===== src/rtl/axi_mux_n_pkg.sv =====
// Shared definitions for the N-way selector: register word offsets, STATUS
// bit positions, switch FSM encoding and the AXI response code.
package axi_mux_n_pkg;

  localparam int SEL_W   = 8;
  localparam int BLANK_W = 16;

  localparam logic [15:0] REG_SEL    = 16'h0000;
  localparam logic [15:0] REG_BLANK  = 16'h0004;
  localparam logic [15:0] REG_STATUS = 16'h0008;
  localparam logic [15:0] REG_SWCNT  = 16'h000C;

  localparam int STATUS_SW_BIT  = 8;
  localparam int STATUS_OOR_BIT = 9;

  localparam logic [1:0] RESP_OKAY = 2'b00;

  typedef enum logic {
    ST_PASS  = 1'b0,
    ST_BLANK = 1'b1
  } state_e;

endpackage


===== src/rtl/axi_mux_n_regs.sv =====
// AXI4-Lite slave and register file (SEL, BLANK, STATUS, SWCNT).
// SWCNT readback exists only when AXI_MUX_N_SWCNT_EN is defined.
module axi_mux_n_regs
  import axi_mux_n_pkg::*;
(
  input  logic                clk,
  input  logic                rst,
  input  logic [15:0]         s_axi_awaddr,
  input  logic [2:0]          s_axi_awprot,
  input  logic                s_axi_awvalid,
  output logic                s_axi_awready,
  input  logic [31:0]         s_axi_wdata,
  input  logic [3:0]          s_axi_wstrb,
  input  logic                s_axi_wvalid,
  output logic                s_axi_wready,
  output logic [1:0]          s_axi_bresp,
  output logic                s_axi_bvalid,
  input  logic                s_axi_bready,
  input  logic [15:0]         s_axi_araddr,
  input  logic [2:0]          s_axi_arprot,
  input  logic                s_axi_arvalid,
  output logic                s_axi_arready,
  output logic [31:0]         s_axi_rdata,
  output logic [1:0]          s_axi_rresp,
  output logic                s_axi_rvalid,
  input  logic                s_axi_rready,
  input  logic [31:0]         status_i,
  input  logic [31:0]         swcnt_i,
  output logic [SEL_W-1:0]    sel_o,
  output logic [BLANK_W-1:0]  blank_o,
  output logic                swcnt_clr_o
);

  logic               awready_q, awready_d;
  logic               bvalid_q, bvalid_d;
  logic               arready_q, arready_d;
  logic               rvalid_q, rvalid_d;
  logic [31:0]        rdata_q, rdata_d;
  logic [SEL_W-1:0]   sel_q, sel_d;
  logic [BLANK_W-1:0] blank_q, blank_d;
  logic               wr_fire, rd_fire;
  logic [31:0]        rd_mux;

  always_comb begin
    wr_fire   = awready_q & s_axi_awvalid & s_axi_wvalid;
    rd_fire   = arready_q & s_axi_arvalid;
    awready_d = ~awready_q & s_axi_awvalid & s_axi_wvalid & ~bvalid_q;
    arready_d = ~arready_q & s_axi_arvalid & ~rvalid_q;

    bvalid_d = bvalid_q;
    if (wr_fire)           bvalid_d = 1'b1;
    else if (s_axi_bready) bvalid_d = 1'b0;

    rvalid_d = rvalid_q;
    if (rd_fire)           rvalid_d = 1'b1;
    else if (s_axi_rready) rvalid_d = 1'b0;

    sel_d       = sel_q;
    blank_d     = blank_q;
    swcnt_clr_o = 1'b0;
    if (wr_fire) begin
      case (s_axi_awaddr[15:2])
        REG_SEL[15:2]: if (s_axi_wstrb[0]) sel_d = s_axi_wdata[7:0];
        REG_BLANK[15:2]: begin
          if (s_axi_wstrb[0]) blank_d[7:0]  = s_axi_wdata[7:0];
          if (s_axi_wstrb[1]) blank_d[15:8] = s_axi_wdata[15:8];
        end
        REG_SWCNT[15:2]: swcnt_clr_o = 1'b1;
        default: ;
      endcase
    end

    // Reads sample the register state before this edge's write lands.
    rd_mux = '0;
    case (s_axi_araddr[15:2])
      REG_SEL[15:2]:    rd_mux = {24'd0, sel_q};
      REG_BLANK[15:2]:  rd_mux = {16'd0, blank_q};
      REG_STATUS[15:2]: rd_mux = status_i;
`ifdef AXI_MUX_N_SWCNT_EN
      REG_SWCNT[15:2]:  rd_mux = swcnt_i;
`endif
      default: ;
    endcase
    rdata_d = rd_fire ? rd_mux : rdata_q;
  end

  always_ff @(posedge clk or posedge rst) begin
    if (rst) begin
      awready_q <= 1'b0;
      bvalid_q  <= 1'b0;
      arready_q <= 1'b0;
      rvalid_q  <= 1'b0;
      rdata_q   <= '0;
      sel_q     <= '0;
      blank_q   <= '0;
    end else begin
      awready_q <= awready_d;
      bvalid_q  <= bvalid_d;
      arready_q <= arready_d;
      rvalid_q  <= rvalid_d;
      rdata_q   <= rdata_d;
      sel_q     <= sel_d;
      blank_q   <= blank_d;
    end
  end

  assign s_axi_awready = awready_q;
  assign s_axi_wready  = awready_q;
  assign s_axi_bvalid  = bvalid_q;
  assign s_axi_bresp   = RESP_OKAY;
  assign s_axi_arready = arready_q;
  assign s_axi_rvalid  = rvalid_q;
  assign s_axi_rdata   = rdata_q;
  assign s_axi_rresp   = RESP_OKAY;
  assign sel_o         = sel_q;
  assign blank_o       = blank_q;

  logic unused_bits;
`ifdef AXI_MUX_N_SWCNT_EN
  assign unused_bits = ^{s_axi_awprot, s_axi_arprot, s_axi_awaddr[1:0], s_axi_araddr[1:0],
                         s_axi_wdata[31:16], s_axi_wstrb[3:2]};
`else
  assign unused_bits = ^{s_axi_awprot, s_axi_arprot, s_axi_awaddr[1:0], s_axi_araddr[1:0],
                         s_axi_wdata[31:16], s_axi_wstrb[3:2], swcnt_i};
`endif

endmodule


===== src/rtl/axi_mux_n.sv =====
// N-way registered selector with blanking switch FSM and AXI4-Lite control.
// Define AXI_MUX_N_SWCNT_EN to build the completed-switch counter (SWCNT).
module axi_mux_n
  import axi_mux_n_pkg::*;
#(
  parameter int C_DATA_W     = 1,
  parameter int C_NUM_INPUTS = 8
) (
  input  logic                             s_axi_aclk,
  input  logic                             s_axi_areset,
  input  logic [15:0]                      s_axi_awaddr,
  input  logic [2:0]                       s_axi_awprot,
  input  logic                             s_axi_awvalid,
  output logic                             s_axi_awready,
  input  logic [31:0]                      s_axi_wdata,
  input  logic [3:0]                       s_axi_wstrb,
  input  logic                             s_axi_wvalid,
  output logic                             s_axi_wready,
  output logic [1:0]                       s_axi_bresp,
  output logic                             s_axi_bvalid,
  input  logic                             s_axi_bready,
  input  logic [15:0]                      s_axi_araddr,
  input  logic [2:0]                       s_axi_arprot,
  input  logic                             s_axi_arvalid,
  output logic                             s_axi_arready,
  output logic [31:0]                      s_axi_rdata,
  output logic [1:0]                       s_axi_rresp,
  output logic                             s_axi_rvalid,
  input  logic                             s_axi_rready,
  input  logic [C_NUM_INPUTS*C_DATA_W-1:0] din,
  output logic [C_DATA_W-1:0]              dout,
  output logic                             switching
);

  logic [SEL_W-1:0]   sel;
  logic [BLANK_W-1:0] blank;
  logic               swcnt_clr, swcnt_inc, oor;
  logic [31:0]        status, swcnt;

  state_e              state_q, state_d;
  logic [SEL_W-1:0]    active_q, active_d;
  logic [BLANK_W-1:0]  cnt_q, cnt_d;
  logic                switching_q, switching_d;
  logic [C_DATA_W-1:0] dout_q, dout_d;
  logic [C_DATA_W-1:0] active_data, sel_data;

  axi_mux_n_regs u_regs (
    .clk(s_axi_aclk), .rst(s_axi_areset),
    .s_axi_awaddr(s_axi_awaddr), .s_axi_awprot(s_axi_awprot), .s_axi_awvalid(s_axi_awvalid),
    .s_axi_awready(s_axi_awready), .s_axi_wdata(s_axi_wdata), .s_axi_wstrb(s_axi_wstrb),
    .s_axi_wvalid(s_axi_wvalid), .s_axi_wready(s_axi_wready), .s_axi_bresp(s_axi_bresp),
    .s_axi_bvalid(s_axi_bvalid), .s_axi_bready(s_axi_bready), .s_axi_araddr(s_axi_araddr),
    .s_axi_arprot(s_axi_arprot), .s_axi_arvalid(s_axi_arvalid), .s_axi_arready(s_axi_arready),
    .s_axi_rdata(s_axi_rdata), .s_axi_rresp(s_axi_rresp), .s_axi_rvalid(s_axi_rvalid),
    .s_axi_rready(s_axi_rready), .status_i(status), .swcnt_i(swcnt),
    .sel_o(sel), .blank_o(blank), .swcnt_clr_o(swcnt_clr)
  );

  // Out-of-range indices match no input and therefore select zero.
  always_comb begin
    active_data = '0;
    sel_data    = '0;
    for (int k = 0; k < C_NUM_INPUTS; k++) begin
      if (active_q == k[SEL_W-1:0]) active_data = din[k*C_DATA_W +: C_DATA_W];
      if (sel == k[SEL_W-1:0])      sel_data    = din[k*C_DATA_W +: C_DATA_W];
    end
    oor = (active_q >= SEL_W'(C_NUM_INPUTS));
    status = '0;
    status[SEL_W-1:0]     = active_q;
    status[STATUS_SW_BIT]  = switching_q;
    status[STATUS_OOR_BIT] = oor;
  end

  always_comb begin
    state_d     = state_q;
    active_d    = active_q;
    cnt_d       = cnt_q;
    switching_d = switching_q;
    dout_d      = dout_q;
    swcnt_inc   = 1'b0;
    case (state_q)
      ST_PASS: begin
        dout_d = active_data;
        if (sel != active_q) begin
          if (blank == '0) begin
            active_d  = sel;
            swcnt_inc = 1'b1;
          end else begin
            state_d     = ST_BLANK;
            cnt_d       = blank;
            switching_d = 1'b1;
            dout_d      = '0;
          end
        end
      end
      ST_BLANK: begin
        dout_d = '0;
        cnt_d  = cnt_q - 1'b1;
        // The exit edge loads the new source directly so the gap is exactly BLANK cycles.
        if (cnt_q == 16'd1) begin
          state_d     = ST_PASS;
          active_d    = sel;
          switching_d = 1'b0;
          dout_d      = sel_data;
          swcnt_inc   = 1'b1;
        end
      end
      default: state_d = ST_PASS;
    endcase
  end

  always_ff @(posedge s_axi_aclk or posedge s_axi_areset) begin
    if (s_axi_areset) begin
      state_q     <= ST_PASS;
      active_q    <= '0;
      cnt_q       <= '0;
      switching_q <= 1'b0;
      dout_q      <= '0;
    end else begin
      state_q     <= state_d;
      active_q    <= active_d;
      cnt_q       <= cnt_d;
      switching_q <= switching_d;
      dout_q      <= dout_d;
    end
  end

`ifdef AXI_MUX_N_SWCNT_EN
  logic [31:0] swcnt_q, swcnt_d;

  always_comb begin
    swcnt_d = swcnt_q;
    if (swcnt_clr)      swcnt_d = '0;
    else if (swcnt_inc) swcnt_d = swcnt_q + 32'd1;
  end

  always_ff @(posedge s_axi_aclk or posedge s_axi_areset) begin
    if (s_axi_areset) swcnt_q <= '0;
    else              swcnt_q <= swcnt_d;
  end

  assign swcnt = swcnt_q;
`else
  logic unused_swcnt;
  assign unused_swcnt = swcnt_clr ^ swcnt_inc;
  assign swcnt        = '0;
`endif

  assign dout      = dout_q;
  assign switching = switching_q;

endmodule


===== config.mk =====
export PLATFORM = sky130hd
export DESIGN_NAME = axi_mux_n
export DESIGN_NICKNAME = d
export VERILOG_FILES = /design/src/rtl/axi_mux_n_pkg.sv /design/src/rtl/axi_mux_n_regs.sv /design/src/rtl/axi_mux_n.sv
export SDC_FILE = /design/constraint.sdc
export NUM_CORES = 1
export LEC_CHECK = 0
export ABC_CLOCK_PERIOD_IN_PS = 5550
export BUFFER_PORTS_ARGS = -buffer_cell sky130_fd_sc_hd__buf_2
export CAP_MARGIN = 25
export CORE_ASPECT_RATIO = 1.25
export CORE_MARGIN = 2
export CORE_UTILIZATION = 50
export DETAILED_ROUTE_END_ITERATION = 7
export PLACE_DENSITY = 0.76
export SLEW_MARGIN = 25
export SYNTH_ARGS = -nofsm -noshare
export SYNTH_HDL_FRONTEND = slang
export SYNTH_HIERARCHICAL = 1
export SYNTH_SLANG_ARGS = --single-unit

===== constraint.sdc =====
create_clock -name s_axi_aclk -period 5.55 [get_ports s_axi_aclk]
set_clock_uncertainty 0.2 [all_clocks]
set_input_delay 1.3875 -clock s_axi_aclk [delete_from_list [all_inputs] [get_ports s_axi_aclk]]
set_output_delay 1.3875 -clock s_axi_aclk [all_outputs]
set_load 0.02 [all_outputs]

== After elaboration in Yosys (flattened, before gate mapping) ==
Index checks and enable logic that the tools add are counted.

* Register bits: 87
* Bits in latches: 0
* Bits in writable memories: 0
* Bits in read-only memories: 0
* Bits of input ports: 89
* Output and inout port bits: 43
* Word-level logic and storage cells: 104
* Memories kept: 0

* Add/subtract/negate cells: 1
* Multipliers: 0
* Divide/modulo/power cells: 0
* Magnitude comparators: 1
* Equality and inequality tests: 23
* Shift operators: 0
* Multiplexer cells: 40
* Bitwise logic cells: 13
* Reduce and logical (&&, ||, !) cells: 13

{| class="wikitable"
|+ Operators by type and width
! operator !! number
|-
| $eq A8 B3 Y1 const B || 8
|-
| $pmux W16 S3 || 1
|-
| $eq A8 B2 Y1 const B || 4
|-
| $mux W16 || 2
|-
| $pmux W16 S2 || 1
|-
| $mux W1 || 29
|-
| $eq A14 B1 Y1 const B || 2
|-
| $logic_not A14 Y1 || 2
|-
| $mux W8 || 3
|-
| $eq A16 B1 Y1 const B || 1
|-
| $eq A8 B1 Y1 const B || 2
|-
| $logic_not A16 Y1 || 1
|-
| $logic_not A8 Y1 || 2
|-
| $pmux W8 S2 || 1
|-
| $sub A16 B1 Y16 const B || 1
|-
| $reduce_and A3 Y1 || 5
|-
| $eq A14 B2 Y1 const B || 1
|-
| $and A1 B1 Y1 || 8
|-
| $ge A8 B4 Y1 const B || 1
|-
| $ne A8 B8 Y1 || 1
|-
| $ne A2 B2 Y1 const B || 3
|-
| $pmux W1 S2 || 3
|-
| $not A1 Y1 || 5
|-
| $reduce_bool A2 Y1 || 2
|-
| other kinds (2) || 2
|}

== Depth between registers and ports, before layout ==
* Word-level depth: 12
* Gate-level depth with buffers: 7
* Mapped depth without buffers: 6

== Modules after synthesis ==
Netlist, hierarchy kept.

{| class="wikitable"
|+ Modules (own cells, without submodules)
! module !! instances !! cells each !! area an instance (µm²) !! sequential area each (µm²)
|-
| axi_mux_n_regs || 1 || 200 || 2567.5 || 1501.4
|-
| axi_mux_n || 1 || 158 || 1592.8 || 675.6
|}

== Worst setup path after synthesis ==
No wires, ideal clock.

* Kind: input to register
* Start point: in s_axi_awaddr[4]
* End point: reg u_regs.sel_q[0] (netlist: u_regs/sel_o[0])
* Setup time: 0.125 ns
* Arrival: 2.598 ns
* Required time: 5.225 ns
* Slack: 2.627 ns
* Stages: 4
* Buffers on the path: 0
* Cells stage by stage: nor4_1 -> nand4_1 -> nor3_4 -> mux2_2

* Cells in the longest elaborated chain, start to end: 2

{| class="wikitable"
|+ RTL lines
! what !! line !! text
|-
| from (decl) || axi_mux_n.sv:11 || <nowiki>input logic [15:0] s_axi_awaddr,</nowiki>
|-
| $logic_not A14 Y1 || axi_mux_n_regs.sv:62 || <nowiki>case (s_axi_awaddr[15:2])</nowiki>
|-
| $reduce_and A3 Y1 (no source line) || - ||
|-
| to (signal assigned) || axi_mux_n_regs.sv:102 || <nowiki>sel_q <= sel_d;</nowiki>
|-
| to (decl) || axi_mux_n_regs.sv:39 || <nowiki>logic [SEL_W-1:0] sel_q, sel_d;</nowiki>
|}

No other way between the ends.
A chain may end at the register's enable or synchronous reset.

== Final worst setup path ==
* Start point: in s_axi_arvalid
* End point: reg u_regs.rdata_q[8] (netlist: u_regs/s_axi_rdata[8])

* Cells in the longest elaborated chain, start to end: 1

{| class="wikitable"
|+ RTL lines
! what !! line !! text
|-
| from (decl) || axi_mux_n.sv:24 || <nowiki>input logic s_axi_arvalid,</nowiki>
|-
| $and A1 B1 Y1 || axi_mux_n_regs.sv:46 || <nowiki>rd_fire = arready_q & s_axi_arvalid;</nowiki>
|-
| to (signal assigned) || axi_mux_n_regs.sv:101 || <nowiki>rdata_q <= rdata_d;</nowiki>
|-
| to (decl) || axi_mux_n_regs.sv:38 || <nowiki>logic [31:0] rdata_q, rdata_d;</nowiki>
|}

No other way between the ends.

==> impl_metrics.json <==
{
  "status": "complete, no violations",
  "critPathCaptureType": "flop",
  "crit_chain": "buf_2 > nand2_2 > nand4b_1 > nor2b_1 > a221o_1",
  "critPathLaunchType": "input port",
  "cts_tree": "done",
  "gr-usage-all-layers": 0.221,
  "synth_area_um2": 4150,
  "final_cell_area_um2": 5020,
  "setup_viol": 0,
  "coreArea_um2": 8150,
  "post_cts.repair.setup_buffers": 0,
  "wirelength_mm": 9.51,
  "peakVddDrop_uv": 145,
  "regArea_um2": 2180,
  "min_path_type": "reg -> reg",
  "multi_input_area_um2": 1950,
  "antenna_found_initial": 0,
  "htree_levels": 3,
  "cp_slowest_cell": "nor2b_1",
  "worst_pin_slew_ps": 764,
  "diodes": 0,
  "cp_num_buf_inv": 1,
  "die_h_um": 106,
  "grt_pass1_wl_mm": 15.7,
  "cts.sinks": 87,
  "die-area_um2": 9050,
  "cpLargestDelayFamily": "simple AND/OR/NAND/NOR gates",
  "cts_root_buffer": "clkbuf_8",
  "r2r_slack_ps": 2900,
  "viasPerCell": 5.65,
  "worstHoldStart": "u_regs/s_axi_rvalid$_DFFE_PP0P_",
  "drive_gt1_frac": 0.341,
  "grt_pass1_vias": 3274,
  "cap_violations": 0,
  "die_w_um": 85.5,
  "drv_slew": 0,
  "grt_overflow": 0,
  "ios": 132,
  "finalNetCount": 567,
  "cp.arrival_ps": 3080,
  "postCtsResizedCells": 0,
  "finalCritPeriodShare": 0.538,
  "slowest_delay_ps": 550,
  "yosys_warnings": 6,
  "cts_made_buffers": 9,
  "routabilityCongestion": 0.855,
  "antenna_left": 0,
  "leakagePower_nw": 2.57,
  "drtIter0Drc": 110,
  "clockBufferDepth": 2,
  "clk_pin_slew_worst_paths_ps": 80,
  "placed_area_um2": 4800,
  "dp_hpwl_mm": 7.19,
  "drc_errors": 0,
  "maxSlewHeadroom": 0.491,
  "rows": 37,
  "rr_startpoint": "cnt_q[8]$_DFFE_PP0P_",
  "clkLatencyLatePin_ps": 350,
  "hold_buffers": 0,
  "post-route-min-period_ps": 2990,
  "hold_viol": 0,
  "worstSetupPathType": "in -> reg",
  "crit_start": "s_axi_arvalid",
  "cp_max_fo": 34,
  "power.density_nw_per_um2": 238,
  "instances_no_fill": 578,
  "rsz0062_at_grt": "no",
  "holdPathEnd": "u_regs/s_axi_arready$_DFF_PP0_",
  "n_fill_cell": 665,
  "fmaxAchievable_ghz": 0.335,
  "synthCells": 356,
  "vias": 3268,
  "avgSynthCellArea_um2": 11.7,
  "firstDrtPassIters": 4,
  "portBuffers": 99,
  "initial_utilization": 0.509,
  "dp_cells": 562,
  "wl_per_cell_um": 16.5,
  "holdPathStages": 1,
  "ff2ff_path_depth": 5,
  "area_growth_pct": 21.0,
  "r2r_end": "dout$_DFF_PP0_",
  "cp.required_ps": 5640,
  "finalSetupTns_ps": 0,
  "power.total_mw": 1.19,
  "grt_max_degree": 41
}
area by class of cell:
cell class | instances | share of cell area
sequential | 87 | 0.433
multi-input combinational | 267 | 0.387
timing repair buffer | 101 | 0.103
clock buffer | 13 | 0.0316
tap | 97 | 0.0242
clock inverter | 3 | 0.0130
inverter | 10 | 0.00747
worst max path at each step:
stage               depth (start not counted)                            endpoint
global placement                            5   u_regs/s_axi_rdata[9]$_DFFE_PP0P_
CTS                                         5  u_regs/s_axi_rdata[13]$_DFFE_PP0P_
detailed placement                          5  u_regs/s_axi_rdata[13]$_DFFE_PP0P_
finish                                      5   u_regs/s_axi_rdata[8]$_DFFE_PP0P_
floorplan                                   1       u_regs/blank_o[0]$_DFFE_PP0P_
global route                                5   u_regs/s_axi_rdata[8]$_DFFE_PP0P_
power by group:
| group | total, mW | switching (mW) | internal [mW] |
|---|---|---|---|
| clock network | 0.487 | 0.209 | 0.278 |
| logic | 0.0689 | 0.0430 | 0.0258 |
| registers | 0.639 | 0.00245 | 0.636 |
per-stage QoR:
step	utilization	hold slack, ps	worst slack (ps)
final	0.617	260	2560
after global routing	0.617	290	2370
after CTS	0.616	267	2240
after detailed placement	0.589	249	1850
after global placement	0.587	238	1940
after floorplan	-	279	2480
routing by layer:
layer	up-vias	global-route usage	routed length [µm]
met4	0	0.108	252
met5	-	0	0
met3	19	0.0313	509
met2	114	0.371	4740
met1	1583	0.277	4010
li1	1552	-	-
state kept, by name, summed over array words and instances, names as in the netlist:
signal                count
u_regs/s_axi_bvalid       1
dout                      1
u_regs/s_axi_rdata       32
u_regs/s_axi_rvalid       1
switching                 1
u_regs/s_axi_arready      1
u_regs/sel_o              8
u_regs/s_axi_awready      1
active_q                  8
cnt_q                    16
u_regs/blank_o           16
state_q                   1
layout by cell type, fill, tap and decap left out, types with 3 or more instances in the layout:
master	n
mux2i_1	16
nand3_1	8
o41ai_1	3
nor4_1	16
buf_2	99
dfrtp_1	87
o211ai_1	13
conb_1	26
inv_1	8
nor2b_1	3
a221o_1	8
o21ai_0	13
mux2_2	33
xnor2_1	8
a21oi_1	10
nor3_1	6
nand2_1	26
nor2_1	10
nand4_1	5
clkbuf_8	11
and2_1	8
a22o_1	16
No activity file was read; power rests on OpenSTA's default activity.
